<file path="src/rtl/apb_lockstep_cmp.sv">
// Combinational compare of every DUT's response against DUT 0; reports which
// fields diverge and the lowest divergent index, READY > SLVERR > RDATA.
module apb_lockstep_cmp #(
    parameter int NUM_DUTS   = 2,
    parameter int DATA_WIDTH = 32,
    parameter int IDX_W      = 1
) (
    input  logic [NUM_DUTS-1:0]            pready,
    input  logic [NUM_DUTS-1:0]            pslverr,
    input  logic [NUM_DUTS*DATA_WIDTH-1:0] prdata,
    output logic                           ready_div,
    output logic                           slverr_div,
    output logic                           rdata_div,
    output logic [IDX_W-1:0]               div_idx
);

    logic [IDX_W-1:0] ready_idx;
    logic [IDX_W-1:0] slverr_idx;
    logic [IDX_W-1:0] rdata_idx;

    // Scanning downwards leaves the lowest differing index in each *_idx.
    always_comb begin
        ready_div  = 1'b0;
        slverr_div = 1'b0;
        rdata_div  = 1'b0;
        ready_idx  = '0;
        slverr_idx = '0;
        rdata_idx  = '0;
        for (int i = NUM_DUTS - 1; i >= 1; i--) begin
            if (pready[i] != pready[0]) begin
                ready_div = 1'b1;
                ready_idx = IDX_W'(i);
            end
            if (pslverr[i] != pslverr[0]) begin
                slverr_div = 1'b1;
                slverr_idx = IDX_W'(i);
            end
            if (prdata[i*DATA_WIDTH +: DATA_WIDTH] != prdata[0 +: DATA_WIDTH]) begin
                rdata_div = 1'b1;
                rdata_idx = IDX_W'(i);
            end
        end
    end

    always_comb begin
        div_idx = rdata_idx;
        if (ready_div) begin
            div_idx = ready_idx;
        end else if (slverr_div) begin
            div_idx = slverr_idx;
        end
    end

endmodule

</file>
<file path="config.mk">
export PLATFORM = sky130hd
export DESIGN_NAME = apb_lockstep_cmp
export DESIGN_NICKNAME = d
export VERILOG_FILES = /design/src/rtl/apb_lockstep_cmp.sv
export SDC_FILE = /design/constraint.sdc
export NUM_CORES = 1
export LEC_CHECK = 0
export CAP_MARGIN = 20
export CORE_MARGIN = 8
export CORE_UTILIZATION = 21
export DETAILED_ROUTE_END_ITERATION = 6
export PLACE_DENSITY = 0.92
export SLEW_MARGIN = 20
export SYNTH_ARGS = -nofsm -noshare
export SYNTH_HDL_FRONTEND = slang
export SYNTH_SLANG_ARGS = --single-unit
export TNS_END_PERCENT = 10
</file>
<file path="constraint.sdc">
create_clock -name vclk -period 1.17
set_input_delay 0.234 -clock vclk [all_inputs]
set_output_delay 0.234 -clock vclk [all_outputs]
set_load 0.005 [all_outputs]
</file>
==> summary.md, run 1 <==
| Metric | Value |
|---|---|
| Yosys top cell area share | `72.73%` |
| I/O pin total | `72` |
| Rel. slew slack | `80.38%` |
| Maximum VDD drop | `0.1490 mV` |
| Antenna cell count | `0` |
| Status | `complete, but fails checks` |
| CP arrival | `1230 ps` |
| Post-synthesis area per instance | `8.199 um2` |
| Max cap viols | `0` |
| DIE AREA | `0.003462 mm2` |
| Yosys Warn Count | `0` |
| Port Buf Inserts | `72` |
| Hold WS | `892.9 ps` |
| Layout Area Growth over Synthesis | `155.2%` |
| Post-synth top area cell | `xnor2_1` |
| Clock buf count | `0` |
| Vias in the first global route | `680` |
| Kind of critical path | `input port to output port` |
| Setup crit start | `prdata[0]` |
| Final wirelength | `2.039 mm` |
| Worst path setup slack after routing | `-292.0 ps` |
| Synth top area cells | `xnor2_1, nand4_1, nor4_2` |
| RSZ-0062 raised after global routing | `yes` |
| Total power density per cell area | `342.2 mW/mm2` |
| DR vias | `612` |
| Initial cell density of the core | `22.32%` |
| Initial DRC Count | `4` |
| First-pass iteration count of the detailed router | `2` |
| Die height | `58.84 um` |
| Share of cells above drive strength 1 | `62.81%` |
| Final Cycle Share | `125.0%` |
| Routed WL per cell | `13.97 um` |
| Sequential cell area | `0 um2` |
| DRT antenna net count | `0` |
| Sequential area share after synthesis | `0%` |
| Failing checks | `setup timing` |
| Crit end category | `output port` |
| Global placement routability congestion | `0.7857` |
| Syn_nets | `115` |
| First-pass GRT wire length | `3.008 mm` |
| Setup_tns | `-542.0 ps` |
| Count of flip-flops and latches | `0` |
| Grt total ovfl | `0` |
| Worst Path Required | `940 ps` |
| Slew @ Worst Pin | `291.9 ps` |
| DRC viols | `0` |
| Mapped Area | `385.4 um2` |
| Worst hold path type | `input port to output port` |
| Max Freq | `684.0 MHz` |
| Drt via density | `4.192` |
| Nets | `191` |
| Antenna violations before repair | `0` |
| # setup viols final | `2` |
| Core Box Area | `0.001727 mm2` |
| Crit start category | `input port` |
| Hold path startpoint | `prdata[48]` |
| Total GRT Usage | `10.81%` |
| Leakage | `0.4507 nW` |
| # rows | `15` |
| Endpoints failing hold | `0` |
| Hpwl dp | `1.936 mm` |
| CP max FO | `2` |
| Die W | `58.84 um` |
| Pin count of the biggest net entering global routing | `3` |
| Final critical-path required period | `1462 ps` |
| Netlist cell types | `7` |
| Mapped Cells | `47` |
| Fin. max-slew vios | `0` |
[critical path, stage by stage]
cell and delay [ps]:
buf_6 90, xnor2_2 140, nand4_1 140, nor4_2 360, nand3_1 110, buf_2 140
[placed cells by master, fill, tap and decap left out, drive strengths merged]
| cell | n |
|---|---|
| dlygate4sd2 | 3 |
| xnor2 | 32 |
| nor4 | 2 |
| clkbuf | 10 |
| nand2 | 1 |
| nor2 | 1 |
| clkdlybuf4s15 | 8 |
| buf | 53 |
| nand4 | 8 |
| xor2 | 2 |
| nand3 | 1 |
[final timing paths]
check,slack [ps],to,cells past startpoint
worst min-delay path,890,rdata_div,6
worst max-delay path,-290,div_idx,6
[timing repair]
action / CTS / global route
pin swaps: 46 / 13
gates resized for setup: 217 / 30
hold buffers: 0 / 0
endpoints found under the setup margin: 4 / 3
endpoints found under the hold margin: 0 / 0
setup buffers: 1 / 0
[synthesized netlist by cell type, drive strengths merged]
library cell	n
nand2	1
nand4	8
xnor2	32
xor2	2
nor4	2
nor2	1
nand3	1
[routing by layer]
metal	global-route usage (%)	share of wire [%]	vias up
met5	0	0	-
met4	0	0	0
met3	5.435	13	0
met2	21.18	53	40
met1	10.31	34	264
li1	-	-	308
[per-stage QoR]
step	util (%)	instance area, um2	setup WS [ps]	total power [mW]	instances
floorplan	-	385.4	42.09	0.1158	47
finish	56.96	983.4	-292.0	0.3365	146
global route	56.96	983.4	-401.8	0.3611	146
CTS	56.74	979.7	-306.6	0.3266	146
detailed placement	66.30	1145	-979.9	0.3935	145
global placement	66.30	1145	-966.0	0.3849	145
[logic make-up (layout without fill, tap and decap cells)]
| family | Yosys count | count (layout) | share of synthesized area (%) |
|---|---|---|---|
| xor gates and xnor gates | 34 | 34 | 77.27 |
| buffers and inverters | 0 | 74 | 0 |
| and+or+nand+nor | 13 | 13 | 22.72 |
[final cells by class]
class	count	area (um2)
multi-input combinational	47	462.9
fill	186	743.2
timing repair buffer	74	489.2
tap	25	31.28
[report_power, final]
part           leakage (nW)  internal (mW)  switching [mW]
logic                 0.451          0.224           0.112
registers                 0              0               0
clock network             0              0               0
total                 0.451          0.224           0.112
Power figures use the tool's default switching activity.
==> inputs of run 2 (changes only) <==
CORE_ASPECT_RATIO = 0.7   (was not set)
CORE_UTILIZATION = 19   (was 21)
PLACE_DENSITY = 0.88   (was 0.92)
clock period = 1.3 ns   (was 1.17 ns; I/O delays follow)
==> run 2 against run 1 <==
The run still ends with setup timing left. Cell area increased by 0.64%. Non-clock buffer count is 2 lower. Critical endpoint unchanged. Core utilization decreased by 4.5 points. Critical path type unchanged. Highest routed layer unchanged. Count of clock-buffer cells in the layout did not move. Worst setup slack improved by 110 ps. Total power shrank 11%. Cell count decreased by 3.4%. Via count down 3.4%.
==> summary.md, run 2 (synthesis gave the netlist of run 1 again) <==
| Metric | Value |
|---|---|
| Setup_tns | `-463.9 ps (was -542.0 ps)` |
| Worst path setup slack after routing | `-181.6 ps (was -292.0 ps)` |
| CP max FO | `2 (unchanged)` |
| Final Cycle Share | `114.0%` |
| Slew @ Worst Pin | `259.4 ps (was 291.9 ps)` |
| I/O pin total | `72 (unchanged)` |
| Rel. slew slack | `82.56% (was 80.38%)` |
| Status | `complete, but fails checks (unchanged)` |
| FILL cells | `194 (was 186)` |
| DRC viols | `0 (unchanged)` |
| Grt total ovfl | `0 (unchanged)` |
| Highest-count cells in the layout ignoring fill and taps | `buf_2, xnor2_1, clkdlybuf4s15_1, buf_6, clkbuf_2 (was buf_2, xnor2_1, buf_6, clkbuf_2)` |
| Total GRT Usage | `10.14% (was 10.81%)` |
| Pin count of the biggest net entering global routing | `3 (unchanged)` |
| Final std cells w/o fill | `141 (was 146)` |
| Antenna cell count | `0 (unchanged)` |
| DR vias | `591 (was 612)` |
| Nets | `189 (was 191)` |
| Fin. max-slew vios | `0 (unchanged)` |
| Crit end category | `output port (unchanged)` |
| Routed WL per cell | `15.40 um (was 13.97 um)` |
| # setup viols final | `3 (was 2)` |
| Die height | `53.68 um (was 58.84 um)` |
| RSZ-0062 raised after global routing | `yes (unchanged)` |
| Vias in the first global route | `724 (was 680)` |
| Max Freq | `674.9 MHz` |
| # rows | `13 (was 15)` |
| Kind of critical path | `input port to output port (unchanged)` |
| First-pass iteration count of the detailed router | `2 (unchanged)` |
| Share of cells above drive strength 1 | `53.78% (was 62.81%)` |
| Worst Path Required | `1040 ps (was 940 ps)` |
| Count of flip-flops and latches | `0 (unchanged)` |
| Final critical-path required period | `1482 ps` |
| Final non-filler cell area | `989.7 um2 (was 983.4 um2)` |
| Total power density per cell area | `301.5 mW/mm2 (was 342.2 mW/mm2)` |
| Antenna violations before repair | `0 (unchanged)` |
| Die W | `69.83 um (was 58.84 um)` |
| Final wirelength | `2.171 mm (was 2.039 mm)` |
| Utilization after layout | `52.45% (was 56.96%)` |
| Placed insts | `141 (was 145)` |
| Worst hold path type | `input port to output port (unchanged)` |
| Layout Area Growth over Synthesis | `156.8% (was 155.2%)` |
| Sequential cell area | `0 um2 (unchanged)` |
| Failing checks | `setup timing (unchanged)` |
| Leakage | `0.4427 nW (was 0.4507 nW)` |
| DRT antenna net count | `0 (unchanged)` |
| DP Worst Slack | `-927.9 ps (was -979.9 ps)` |
| Endpoints failing hold | `0 (unchanged)` |
| Maximum VDD drop | `0.1523 mV (was 0.1490 mV)` |
| Drt via density | `4.191 (was 4.192)` |
| CP arrival | `1220 ps (was 1230 ps)` |
| Core Box Area | `0.001887 mm2 (was 0.001727 mm2)` |
| Crit start category | `input port (unchanged)` |
| DIE AREA | `0.003748 mm2 (was 0.003462 mm2)` |
| First-pass GRT wire length | `3.167 mm (was 3.008 mm)` |
| Max cap viols | `0 (unchanged)` |
| Port Buf Inserts | `72 (unchanged)` |
| Initial cell density of the core | `20.42% (was 22.32%)` |
| Clock buf count | `0 (unchanged)` |
| Cell Area, Placed | `0.001134 mm2 (was 0.001145 mm2)` |
| Global placement routability congestion | `0.6984 (was 0.7857)` |
| Commonest non-fill, non-tap cell in the layout | `buf_2 (unchanged)` |
| CTS Hold Bufs | `0 (unchanged)` |
| Initial DRC Count | `1 (was 4)` |
-- run 2: path summary, 6_finish.rpt --
check | from | end | depth (start not counted)
worst max-delay path | prdata[63] | div_idx | 6
worst min-delay path | pslverr[0] | slverr_div | 3
-- run 2: layout make-up --
cell class,instances,area (um2),share of cell area (%)
Tap cell,22,27.53,2.781
Multi-Input combinational cell,47,445.4,45.01
Timing Repair Buffer,72,516.7,52.21
-- run 2: timing repair --
| item | 4_1_cts | 5_1_grt |
|---|---|---|
| endpoints found under the setup margin | 4 | 3 |
| pin swaps | 44 | 22 |
| setup buffers | 0 | 0 |
| gates resized for setup | 209 | 29 |
-- run 2: worst max-delay path, cell delays in order --
cell	delay, ps
buf_2	110
xnor2_2	150
nand4_1	120
nor4_2	330
nand3_1	100
buf_2	140
-- run 2: where the power goes --
part	internal [mW]	total (mW)	leakage, nW	switching (mW)
clock network	0	0	0	0
registers	0	0	0	0
logic	0.201	0.298	0.443	0.0978
total	0.201	0.298	0.443	0.0978
-- run 2: per-stage QoR --
stage	hold slack (ps)	total power, mW
after global routing	958.8	0.3232
after detailed placement	1523	0.3509
after CTS	926.3	0.2942
after global placement	1508	0.3423
final	922.8	0.2984
after floorplan	582.4	0.1042
-- run 2: per-layer routing --
layer | up-vias | global-route usage [%] | part of all wire [%]
met3 | 0 | 0.3670 | 1.1
li1 | 306 | - | -
met5 | - | 0 | 0
met2 | 6 | 25.87 | 70
met1 | 279 | 8.923 | 29
met4 | 0 | 0 | 0
==> inputs of run 3 (changes only) <==
CORE_ASPECT_RATIO = not set   (was 0.7)
CORE_MARGIN = 2   (was 8)
CORE_UTILIZATION = 21   (was 19)
PLACE_DENSITY = 0.92   (was 0.88)
SLEW_MARGIN = not set   (was 20)
clock period = 1.5 ns   (was 1.3 ns; I/O delays follow)
==> run 3 against run 2 <==
The flow still finishes with violations (setup timing). Sequential cell count did not move. Cell area rose by 2.4%. Worst setup slack improved by 15 ps. Die area fell by 41%.
==> summary.md, run 3 (synthesis gave the netlist of run 1 again) <==
| Metric | Value |
|---|---|
| Status | `complete, but fails checks (unchanged)` |
| Failing checks | `setup timing (unchanged)` |
| CP max FO | `2 (unchanged)` |
| Utilization after layout | `58.70% (was 52.45%)` |
| Layout Area Growth over Synthesis | `163.0% (was 156.8%)` |
| Drt via density | `4.197 (was 4.191)` |
| DIE AREA | `0.002194 mm2 (was 0.003748 mm2)` |
| Fin. max-slew vios | `0 (unchanged)` |
| Antenna violations before repair | `0 (unchanged)` |
| Power Total | `0.2557 mW (was 0.2984 mW)` |
| Flop pwr share | `0% (about the same)` |
| Combinational fraction of design power | `100.0% (about the same)` |
| Worst path setup slack after routing | `-166.6 ps (was -181.6 ps)` |
| Core Box Area | `0.001727 mm2 (was 0.001887 mm2)` |
| Worst Path Required | `1200 ps (was 1040 ps)` |
| # rows | `15 (was 13)` |
| CP arrival | `1370 ps (was 1220 ps)` |
| First-pass GRT wire length | `2.456 mm (was 3.167 mm)` |
| CP max-delay cell | `nor4_4 (was nor4_2)` |
| Worst hold path type | `input port to output port (unchanged)` |
| Worst path bufs/invs | `3 (was 2)` |
| Initial DRC Count | `0 (was 1)` |
| Sw frac | `33.03% (was 32.76%)` |
| Sw Pwr | `0.08445 mW (was 0.09777 mW)` |
| Maximum VDD drop | `0.1225 mV (was 0.1523 mV)` |
| Final Cycle Share | `111.1%` |
| Levels on crit path | `7 (was 6)` |
| Worst Setup EP | `div_idx (unchanged)` |
| Rel. slew slack | `83.65% (was 82.56%)` |
| Final wirelength | `1.614 mm (was 2.171 mm)` |
| Endpoints failing hold | `0 (unchanged)` |
| Crit start category | `input port (unchanged)` |
| DRC viols | `0 (unchanged)` |
| Commonest non-fill, non-tap cell in the layout | `xnor2_1 (was buf_2)` |
| Nets | `192 (was 189)` |
| Routed WL per cell | `10.98 um (was 15.40 um)` |
| Kind of critical path | `input port to output port (unchanged)` |
| Clock power share | `0% (about the same)` |
| Pin count of the biggest net entering global routing | `3 (unchanged)` |
| Setup crit start | `prdata[38] (was prdata[63])` |
| Antenna cell count | `0 (unchanged)` |
| Worst-path cell chain | `buf_6, xnor2_2, nand4_1, nor4_4, buf_4, nand3_2, buf_2 (was buf_2, xnor2_2, nand4_1, nor4_2, nand3_1, buf_2)` |
| Leakage | `0.4541 nW (was 0.4427 nW)` |
| Global placement routability congestion | `0.6064 (was 0.6984)` |
| RSZ-0062 raised after global routing | `yes (unchanged)` |
| Share of cells above drive strength 1 | `43.44% (was 53.78%)` |
| Die W | `46.84 um (was 69.83 um)` |
| CTS Hold Bufs | `0 (unchanged)` |
| Die height | `46.84 um (was 53.68 um)` |
| I/O pin total | `72 (unchanged)` |
| Vias in the first global route | `644 (was 724)` |
| Port Buf Inserts | `72 (unchanged)` |
| Max cap viols | `0 (unchanged)` |
| Slew @ Worst Pin | `243.4 ps (was 259.4 ps)` |
| Max stage delay on crit path | `340 ps (was 330 ps)` |
| Final critical-path required period | `1667 ps` |
| Total power density per cell area | `252.3 mW/mm2 (was 301.5 mW/mm2)` |
| DRT antenna net count | `0 (unchanged)` |
| Highest-count cells in the layout ignoring fill and taps | `xnor2_1, buf_2, clkbuf_2, clkdlybuf4s15_1 (was buf_2, xnor2_1, clkdlybuf4s15_1, buf_6, clkbuf_2)` |
| Sequential cell area | `0 um2 (unchanged)` |
| Max Freq | `600.0 MHz` |
| Total GRT Usage | `14.86% (was 10.14%)` |
| Power Internal | `0.1712 mW (was 0.2007 mW)` |
| Grt total ovfl | `0 (unchanged)` |
| Clock buf count | `0 (unchanged)` |
| Crit end category | `output port (unchanged)` |
| Initial cell density of the core | `22.32% (was 20.42%)` |
| Crit path max-delay family | `simple AND/OR/NAND/NOR gates (unchanged)` |
| First-pass iteration count of the detailed router | `1 (was 2)` |
| DR vias | `617 (was 591)` |
| # setup viols final | `2 (was 3)` |
| Count of flip-flops and latches | `0 (unchanged)` |
## run 3: changes by cell type in the layout (fill, tap and decap cells not counted), moves of 2 or more
cell	previous run	this run
dlygate4sd2_1	2	8
buf_4	0	4
xnor2_2	8	2
xnor2_1	24	29
nor4_2	2	0
clkdlybuf4s15_1	14	16
nor4_4	0	2
clkdlybuf4s50_1	2	4
buf_6	11	4
clkbuf_2	9	17
buf_2	34	22
## run 3: repair_timing
| action | in CTS | in global routing |
|---|---|---|
| pin swaps | 44 | 22 |
| resized for setup | 166 | 30 |
| endpoints found under the setup margin | 4 | 4 |
| setup buffers | 2 | 0 |
## run 3: cell type report
class | instances | area, um2
repair buffers | 75 | 540.5
well taps | 25 | 31.28
multi-input cells | 47 | 441.7
fillers | 191 | 713.2
## run 3: metal layers
metal / track usage, % / part of all wire, % / up-vias
met5: 0 / 0 / -
met3: 2.692 / 12 / 0
met2: 32.05 / 59 / 38
met1: 14.77 / 28 / 267
met4: 1.111 / 0 / 0
li1: - / - / 312
## run 3: worst min path at each step
stage | startpoint | endpoint | slack [ps] | depth (start not counted)
final | prdata[0] | rdata_div | 1060 | 6
after global routing | prdata[32] | rdata_div | 1110 | 6
after CTS | prdata[0] | rdata_div | 1040 | 6
after detailed placement | pready[1] | ready_div | 1590 | 3
after global placement | pready[1] | ready_div | 1590 | 3
after floorplan | pready[1] | ready_div | 660 | 1
## run 3: power groups by stage
stage | sequential (mW) | clock (mW) | combinational [mW]
floorplan | 0 | 0 | 0.0903
global placement | 0 | 0 | 0.300
detailed placement | 0 | 0 | 0.306
CTS | 0 | 0 | 0.262
global route | 0 | 0 | 0.280
finish | 0 | 0 | 0.256
## run 3: per-stage QoR
step           setup WS (ps)  TNS (ps)  cells  hold slack, ps  cell area (um2)
2_1_floorplan          240.1         0     47           662.4            385.4
3_3_place_gp          -758.9     -2134    145            1589             1145
3_5_place_dp          -764.8     -2203    145            1595             1145
4_1_cts               -188.6    -361.5    147            1044             1065
5_1_grt               -251.5    -488.6    147            1107             1013
6_report              -166.6    -294.9    147            1062             1013
